$ cat config.mk
export PLATFORM = sky130hd
export DESIGN_NAME = pipe_hazard_ctl
export DESIGN_NICKNAME = d
export VERILOG_FILES = /design/src/rtl/pipe_hazard_ctl.sv
export SDC_FILE = /design/constraint.sdc
export NUM_CORES = 1
export LEC_CHECK = 0
export CAP_MARGIN = 0
export CORE_MARGIN = 2
export CORE_UTILIZATION = 36
export CTS_CLUSTER_SIZE = 28
export DETAILED_ROUTE_END_ITERATION = 12
export PLACE_DENSITY = 0.69
export SYNTH_ARGS = -nofsm -noshare
export SYNTH_HDL_FRONTEND = slang
export SYNTH_SLANG_ARGS = --single-unit
$ cat constraint.sdc
create_clock -name clk -period 1.8 [get_ports clk]
set_input_delay 0.18 -clock clk [delete_from_list [all_inputs] [get_ports clk]]
set_output_delay 0.18 -clock clk [all_outputs]
set_load 0.05 [all_outputs]
$ cat src/rtl/pipe_hazard_ctl.sv
// ============================================================================
// Module   : pipe_hazard_ctl
// Purpose  : Pipeline sequencing for the 5-stage CPU: stalls, squashes,
//            memory freezes, HLT drain and a saturating stall-cycle counter.
// Revision : 1.0  initial release
// ============================================================================
`default_nettype none

module pipe_hazard_ctl #(
    parameter int CNT_W     = 16,
    parameter int DRAIN_CYC = 3
) (
    input  logic             clk,
    input  logic             rst_n,
    input  logic [3:0]       id_src1,
    input  logic [3:0]       id_src2,
    input  logic             id_uses_src1,
    input  logic             id_uses_src2,
    input  logic             id_is_hlt,
    input  logic             ex_is_load,
    input  logic             ex_writereg,
    input  logic [3:0]       ex_dst,
    input  logic             branch_taken,
    input  logic             mem_stall,
    output logic             pc_en,
    output logic             ifid_en,
    output logic             idex_en,
    output logic             exmem_en,
    output logic             memwb_en,
    output logic             flush_ifid,
    output logic             flush_idex,
    output logic             halted,
    output logic [CNT_W-1:0] stall_cycles
);

    typedef enum logic [1:0] {
        S_RUN    = 2'd0,
        S_DRAIN  = 2'd1,
        S_HALTED = 2'd2
    } state_t;

    localparam logic [1:0]       c_DRAIN_INIT = 2'(DRAIN_CYC - 1);
    localparam logic [CNT_W-1:0] c_CNT_MAX    = {CNT_W{1'b1}};

    state_t           r_state;
    state_t           w_state_nxt;
    logic [1:0]       r_drain_cnt;
    logic [1:0]       w_drain_cnt_nxt;
    logic [CNT_W-1:0] r_stall_cnt;

    logic w_load_use;
    logic w_count;
    logic w_pc_en;
    logic w_ifid_en;
    logic w_idex_en;
    logic w_exmem_en;
    logic w_memwb_en;
    logic w_flush_ifid;
    logic w_flush_idex;
    logic w_halted;

    assign w_load_use = ex_is_load & ex_writereg & (ex_dst != 4'd0) &
                        ((id_uses_src1 & (id_src1 == ex_dst)) |
                         (id_uses_src2 & (id_src2 == ex_dst)));

    always_ff @(posedge clk or negedge rst_n) begin
        if (!rst_n) begin
            r_state     <= S_RUN;
            r_drain_cnt <= 2'd0;
        end else begin
            r_state     <= w_state_nxt;
            r_drain_cnt <= w_drain_cnt_nxt;
        end
    end

    always_comb begin
        w_state_nxt     = r_state;
        w_drain_cnt_nxt = r_drain_cnt;
        w_pc_en         = 1'b0;
        w_ifid_en       = 1'b0;
        w_idex_en       = 1'b0;
        w_exmem_en      = 1'b0;
        w_memwb_en      = 1'b0;
        w_flush_ifid    = 1'b0;
        w_flush_idex    = 1'b0;
        w_halted        = 1'b0;
        w_count         = 1'b0;
        case (r_state)
            S_RUN: begin
                if (mem_stall) begin
                    w_count = 1'b1;
                end else if (branch_taken) begin
                    // The ID instruction is squashed, so HLT/load-use there are moot
                    {w_pc_en, w_ifid_en, w_idex_en, w_exmem_en, w_memwb_en} = 5'b11111;
                    w_flush_ifid = 1'b1;
                    w_flush_idex = 1'b1;
                end else if (w_load_use) begin
                    {w_idex_en, w_exmem_en, w_memwb_en} = 3'b111;
                    w_flush_idex = 1'b1;
                    w_count      = 1'b1;
                end else if (id_is_hlt) begin
                    {w_ifid_en, w_idex_en, w_exmem_en, w_memwb_en} = 4'b1111;
                    w_flush_ifid    = 1'b1;
                    w_state_nxt     = S_DRAIN;
                    w_drain_cnt_nxt = c_DRAIN_INIT;
                end else begin
                    {w_pc_en, w_ifid_en, w_idex_en, w_exmem_en, w_memwb_en} = 5'b11111;
                end
            end
            S_DRAIN: begin
                if (mem_stall) begin
                    w_count = 1'b1;
                end else begin
                    {w_ifid_en, w_idex_en, w_exmem_en, w_memwb_en} = 4'b1111;
                    w_flush_ifid = 1'b1;
                    if (r_drain_cnt == 2'd0) begin
                        w_state_nxt = S_HALTED;
                    end else begin
                        w_drain_cnt_nxt = r_drain_cnt - 2'd1;
                    end
                end
            end
            S_HALTED: begin
                w_halted = 1'b1;
            end
            default: begin
                w_state_nxt = S_RUN;
            end
        endcase
    end

    always_ff @(posedge clk or negedge rst_n) begin
        if (!rst_n) begin
            r_stall_cnt <= '0;
        end else if (w_count && (r_stall_cnt != c_CNT_MAX)) begin
            r_stall_cnt <= r_stall_cnt + 1'b1;
        end
    end

    // Reset is asynchronous, so every control output is gated off while it is low
    assign pc_en        = rst_n & w_pc_en;
    assign ifid_en      = rst_n & w_ifid_en;
    assign idex_en      = rst_n & w_idex_en;
    assign exmem_en     = rst_n & w_exmem_en;
    assign memwb_en     = rst_n & w_memwb_en;
    assign flush_ifid   = rst_n & w_flush_ifid;
    assign flush_idex   = rst_n & w_flush_idex;
    assign halted       = rst_n & w_halted;
    assign stall_cycles = r_stall_cnt;

endmodule

`default_nettype wire

==> run summary, run 1 <==
Root Buffer - clkbuf_4
Post-Synth Adder-Cell Area - 0.0197
hpwl dp - 2610 um
number of setup violations in the final report - 0
drt via density - 5.22
WL met3 - 165 um
Seq/Total Area, Yosys - 0.394
Synth Instances - 121
fin nets - 213
Worst Skew - 0.0118 ns
# rows - 21
DIE HEIGHT - 63.4 um
Leak Pwr - 1.10 nW
Initial Util - 0.378
Syn Area/Cell - 10.5 um2
Max Cap Viol - 0
slowest CP cell - dfrtp_2
PortBufs - 44
drt total wl - 3490 um
vias in the first global route - 1274
Mapped Area - 1270 um2
minimum clock period - 1.79 ns
Num CTS Buffers - 3
area post-placement - 2010 um2
initial antenna violation count - 0
slew margin rel. - 0.651
CTS tree - done
main combinational cell family by area after synthesis - simple AND/OR/NAND/NOR gates
Cells after DPL - 226
# DRC - 0
RSZ-0062 raised after global routing - yes
crit path cell chain - ha_4, and2_4, and2b_4, a31oi_4, buf_12, o2111ai_1, xnor2_1
Yosys cell types - 38
Die ar. - 4020 um2
commonest non-fill, non-tap cells in the layout - 23 x buf_4, 14 x xnor2_1, 12 x dlymetal6s2s_1
WL/cell - 14.9 um
total core area - 3360 um2
#FFs+latches synth - 20
worst r2r src - stall_cycles[1]
worst vdd ir - 0.539 mV
total power - 2.60 mW
CP top delay family - flip-flops
met1 wire length - 1430 um
area delta synth->final - 75.4%
Clk Latency, worst-skew pair - 0.31 ns
gpl congestion - 0.808
Synth Warn # - 0
status - complete, no violations
GRT Total Usage - 0.174
CTS H-tree lvls - 1
leading cell type in the layout, fill and taps excluded - buf_4
Slew Viols, Final - 0
startpoint type of the worst setup path - register
largest net degree at the start of global routing - 19
mux contribution to synthesized area - 0.0167
DR pass1 iterations - 4
Max Clk Rate - 558 MHz
Ports - 45
first-pass GRT wire length - 5630 um
total gr overflow - 0
Setup crit end kind - register
highest routed layer - met4
Worst Path Max Fanout - 6
Synth Area in Compound Gates - 0.175
Final TNS setup - 0 ns
crit path launch - stall_cycles[1]
DR iter-0 viols - 50
Max Buffers Root-to-Sink - 2
# clock sinks - 20
final non-filler cell total - 235
Met2 Wirelength - 1860 um
Crit Path Category - register to register
Post-Layout Inst Area - 2230 um2
layout cell share with drive strength beyond 1 - 0.423
ANT cells - 0
Worst Hold Class - input pin to async pin
Pwr Density - 1170 nW/um2
Post-DRT Antenna Nets - 0
Buf+Inv Stages, Crit Path - 1
via count - 1226
Die Width - 63.4 um
Worst EP required - 2.01 ns
Finished Core Util - 0.662
CP max stage delay - 0.46 ns
Worst-Margin Slew - 0.523 ns
Syn Nets - 144
Period Utilization, post-route - 0.996
Worst-path clk slew - 0.13 ns
Final Hold Viols - 0
Synth Area in XOR/XNOR - 0.159
Critical Path AT - 2.00 ns
Post-Synth Simple-Gate Area - 0.189
## Yosys cell counts, drive strengths merged
library cell / count / area share
o21ai: 1 / 0.0069
and2b: 1 / 0.0079
a21o: 1 / 0.0059
o32ai: 1 / 0.0069
o211a: 1 / 0.0079
or3: 1 / 0.0049
and3: 9 / 0.044
nor3: 3 / 0.020
o22ai: 1 / 0.0049
nand4: 2 / 0.020
dfrtp: 20 / 0.39
a2bb2oi: 1 / 0.0069
nor4: 2 / 0.0099
mux2i: 1 / 0.0079
or2: 1 / 0.0049
and2: 4 / 0.020
o2111ai: 9 / 0.062
xor2: 6 / 0.041
ha: 2 / 0.020
inv: 4 / 0.012
o211ai: 5 / 0.030
nand4b: 1 / 0.0069
nand2: 4 / 0.012
mux2: 1 / 0.0089
xnor2: 17 / 0.12
a31oi: 2 / 0.022
a21oi: 2 / 0.017
nor2: 7 / 0.021
buf: 6 / 0.034
nor2b: 1 / 0.0049
nand3: 2 / 0.0079
nor3b: 1 / 0.0059
a21boi: 1 / 0.0059
## stage by stage
stage | hold slack (ns) | setup slack, ns
2_1_floorplan | -0.116 | -0.0665
3_5_place_dp | 0.466 | -0.308
4_1_cts | 0.216 | 0.000666
5_1_grt | 0.225 | -0.0611
3_3_place_gp | 0.465 | -0.226
6_report | 0.236 | 0.00678
## area by class of cell
cell class | instances | area [um2]
clock buffers | 3 | 22.5
clock inverters | 1 | 30.0
fillers | 289 | 1140
inverters | 4 | 15.0
multi-input cells | 91 | 838
flip-flops and latches | 20 | 513
well taps | 46 | 57.6
repair buffers | 70 | 751
## where the power goes
part,total [mW],switching [mW],internal (mW)
sequential,0.696,0.120,0.576
combinational,1.53,0.816,0.712
clock,0.374,0.149,0.225
total,2.60,1.09,1.51
## path summary, 6_finish.rpt
check,endpoint,slack (ns),cells after the start
worst max-delay path,stall_cycles[11],0.007,7
max in group asynchronous,stall_cycles[0],1.32,2
worst min-delay path,r_state[1],0.24,2
min in group clk,stall_cycles[5],0.49,1
worst max register to register,stall_cycles[11],0.007,7
worst min register to register,stall_cycles[5],0.49,1
## registers in the layout, summed over array words and instances, names as in the netlist
signal and flops:
r_drain_cnt 2, r_state 2, stall_cycles 16
## kinds of logic after synthesis
family                     Yosys count
buffers and inverters               10
adders and majority gates            2
xor gates and xnor gates            23
muxes                                2
AOI/OAI and AO/OA                   25
DFF                                 20
and+or+nand+nor                     39
## what timing repair did
| item | 4_1_cts | 5_1_grt |
|---|---|---|
| gates resized for setup | 17 | 40 |
| setup endpoints to repair | 10 | 28 |
| pin swaps | 9 | 20 |
| hold endpoints to repair | 0 | 0 |
| setup buffers | 2 | 3 |
| hold buffers | 0 | 0 |
## per-layer routing
layer / track usage / up-vias
met3: 0.0321 / 5
met4: 0.0625 / 0
met2: 0.301 / 43
li1: - / 578
met1: 0.215 / 600
met5: 0 / -
No activity file was read; power rests on OpenSTA's default activity.
==> inputs of run 2 (changes only) <==
--- a/config.mk
+++ b/config.mk
@@ -7,10 +7,10 @@
 export LEC_CHECK = 0
 export CAP_MARGIN = 0
 export CORE_MARGIN = 2
-export CORE_UTILIZATION = 36
+export CORE_UTILIZATION = 40
 export CTS_CLUSTER_SIZE = 28
 export DETAILED_ROUTE_END_ITERATION = 12
-export PLACE_DENSITY = 0.69
+export PLACE_DENSITY = 0.75
 export SYNTH_ARGS = -nofsm -noshare
 export SYNTH_HDL_FRONTEND = slang
 export SYNTH_SLANG_ARGS = --single-unit
==> constraint.sdc (replaced) <==
create_clock -name clk -period 1.8 [get_ports clk]
set_input_delay 0.54 -clock clk [delete_from_list [all_inputs] [get_ports clk]]
set_output_delay 0.54 -clock clk [all_outputs]
set_load 0.05 [all_outputs]
==> run 2 against run 1 <==
  * The run now ends with negative setup slack left
  * Sequential power down 6.5%
  * Register-to-register slack worse by 0.04 ns
  * Global-route usage is 5.2 points higher
  * First-iteration DRC count decreased by 44%
  * Via count is 1.1% higher
  * Largest power group unchanged
  * Largest cell class is now buffers
==> run summary, run 2 (synthesis gave the netlist of run 1 again) <==
status - finished with violations (was complete, no violations)
failing checks - negative setup slack
Die ar. - 3640 um2 (was 4020 um2)
Worst EP required - 1.26 ns (was 2.01 ns)
Die Width - 60.3 um (was 63.4 um)
area post-placement - 2300 um2 (was 2010 um2)
drt via density - 5.10 (was 5.22)
via count - 1240 (was 1226)
leading cell type in the layout, fill and taps excluded - buf_4 (unchanged)
dpl ws - -0.918 ns (was -0.308 ns)
PortBufs - 44 (unchanged)
Root Buffer - clkbuf_4 (unchanged)
slew margin rel. - 0.824 (was 0.651)
cell depth of the worst setup path - 8 (was 7)
worst vdd ir - 1.06 mV (was 0.539 mV)
RSZ-0062 raised after global routing - yes (unchanged)
minimum clock period - 2.35 ns (was 1.79 ns)
drt total wl - 3780 um (was 3490 um)
largest net degree at the start of global routing - 19 (unchanged)
Worst Skew - 0.00675 ns (was 0.0118 ns)
Pwr Density - 1140 nW/um2 (was 1170 nW/um2)
final hold slack - 0.347 ns (was 0.236 ns)
Sw Share - 0.404 (was 0.418)
Setup WS post-layout - -0.552 ns (was 0.00678 ns)
Max Clk Rate - 425 MHz (was 558 MHz)
slowest CP cell - nor4_2 (was dfrtp_2)
cell internal pwr - 1.72 mW (was 1.51 mW)
DR iter-0 viols - 28 (was 50)
crit path cell chain - clkdlybuf4s15_2, nor4_2, nor2_2, nand4_4, nand2_2, nor2_2, o211a_4, buf_12 (was ha_4, and2_4, and2b_4, a31oi_4, buf_12, o2111ai_1, xnor2_1)
CTS Hold Bufs - 0 (unchanged)
gpl congestion - 0.790 (was 0.808)
most used cell, CP - nor2_2
Final Hold Viols - 0 (unchanged)
# clock sinks - 20 (unchanged)
CP top delay family - simple AND/OR/NAND/NOR gates (was flip-flops)
ANT cells - 0 (unchanged)
logic gate share of total power - 0.645 (was 0.588)
commonest non-fill, non-tap cells in the layout - 28 x buf_4, 25 x buf_12, 15 x xnor2_1 (was 23 x buf_4, 14 x xnor2_1, 12 x dlymetal6s2s_1)
total core area - 3030 um2 (was 3360 um2)
Ports - 45 (unchanged)
total gr overflow - 0 (unchanged)
sequential power share - 0.226 (was 0.268)
Initial Util - 0.419 (was 0.378)
Slew Viols, Final - 0 (unchanged)
DIE HEIGHT - 60.3 um (was 63.4 um)
hpwl dp - 2720 um (was 2610 um)
Buf+Inv Stages, Crit Path - 2 (was 1)
Leak Pwr - 1.06 nW (was 1.10 nW)
fin nets - 223 (was 213)
DR pass1 iterations - 4 (unchanged)
Worst-path clk slew - 0.12 ns (was 0.13 ns)
worst r2r src - stall_cycles[0] (was stall_cycles[1])
Post-DRT Antenna Nets - 0 (unchanged)
Max Cap Viol - 0 (unchanged)
Max Buffers Root-to-Sink - 2 (unchanged)
vias in the first global route - 1302 (was 1274)
area delta synth->final - 97.9% (was 75.4%)
Setup crit end kind - output port (was register)
Worst-Margin Slew - 0.263 ns (was 0.523 ns)
Finished Core Util - 0.830 (was 0.662)
R2R setup slack - -0.03 ns (was 0.007 ns)
CTS tree - done (unchanged)
Worst Path Max Fanout - 3 (was 6)
CP max stage delay - 0.30 ns (was 0.46 ns)
Worst Hold Class - input pin to async pin (unchanged)
Num CTS Buffers - 3 (unchanged)
number of setup violations in the final report - 24 (was 0)
WL/cell - 15.6 um (was 14.9 um)
CTS H-tree lvls - 1 (unchanged)
Post-Layout Inst Area - 2510 um2 (was 2230 um2)
# DRC - 0 (unchanged)
# rows - 20 (was 21)
Largest register FFs - 16 (unchanged)
layout cell share with drive strength beyond 1 - 0.623 (was 0.423)
startpoint type of the worst setup path - input pin (was register)
Clk pwr share - 0.129 (was 0.144)
first-pass GRT wire length - 6030 um (was 5630 um)
GRT Total Usage - 0.226 (was 0.174)
RR Endpoint - stall_cycles[9] (was stall_cycles[11])
total power - 2.88 mW (was 2.60 mW)
Clk Latency, worst-skew pair - 0.31 ns (about the same)
worst r2r path cells - 7 (unchanged)
Period Utilization, post-route - 1.31 (was 0.996)
initial antenna violation count - 0 (unchanged)
Critical Path AT - 1.81 ns (was 2.00 ns)
Crit Path Category - input pin to output port (was register to register)
Net Switching - 1.16 mW (was 1.09 mW)
crit path launch - ex_dst[1] (was stall_cycles[1])
==> run 2: layout make-up <==
type / count / area (um2)
Clock inverter: 1 / 30.0
Inverter: 4 / 22.5
Fill cell: 174 / 514
Clock buffer: 3 / 22.5
Sequential cell: 20 / 510
Tap cell: 44 / 55.1
Timing Repair Buffer: 80 / 971
Multi-Input combinational cell: 91 / 902
==> run 2: worst reg2reg max path, delay by kind of cell (launching register included) <==
family	cells	cell delay, ns
xor gates and xnor gates	1	0.15
and+or+nand+nor	2	0.37
buffers and inverters	1	0.21
adders and majority gates	1	0.19
DFF	1	0.43
AOI/OAI and AO/OA	2	0.37
==> run 2: metal layers <==
metal,up-vias,global-route usage,share of wire
met5,-,0,0
met4,0,0.0762,0.015
met3,6,0.0490,0.070
met2,40,0.427,0.53
met1,597,0.249,0.39
li1,597,-,-
==> run 2: through the flow <==
stage / instances / TNS, ns
2_1_floorplan: 121 / -2.33
3_3_place_gp: 232 / -18.61
3_5_place_dp: 232 / -20.11
4_1_cts: 240 / -3.56
5_1_grt: 243 / -6.08
6_report: 243 / -4.42
==> run 2: timing repair <==
action / in CTS / in global routing
pin swaps: 21 / 12
setup endpoints to repair: 27 / 26
resized for setup: 65 / 14
setup buffers: 5 / 3
==> run 2: power groups by stage <==
| stage | combinational (mW) | sequential [mW] | clock (mW) |
|---|---|---|---|
| final | 1.86 | 0.651 | 0.370 |
| after global routing | 1.96 | 0.666 | 0.397 |
| after global placement | 1.70 | 0.645 | 0 |
| after floorplan | 0.619 | 0.964 | 0 |
| after CTS | 1.79 | 0.648 | 0.384 |
| after detailed placement | 1.73 | 0.655 | 0 |
==> run 2: worst max path at each step <==
| stage | slack [ns] | endpoint |
|---|---|---|
| after floorplan | -0.40 | flush_idex |
| after global placement | -0.85 | pc_en |
| after detailed placement | -0.92 | flush_idex |
| after CTS | -0.53 | pc_en |
| after global routing | -0.63 | pc_en |
| final | -0.55 | pc_en |
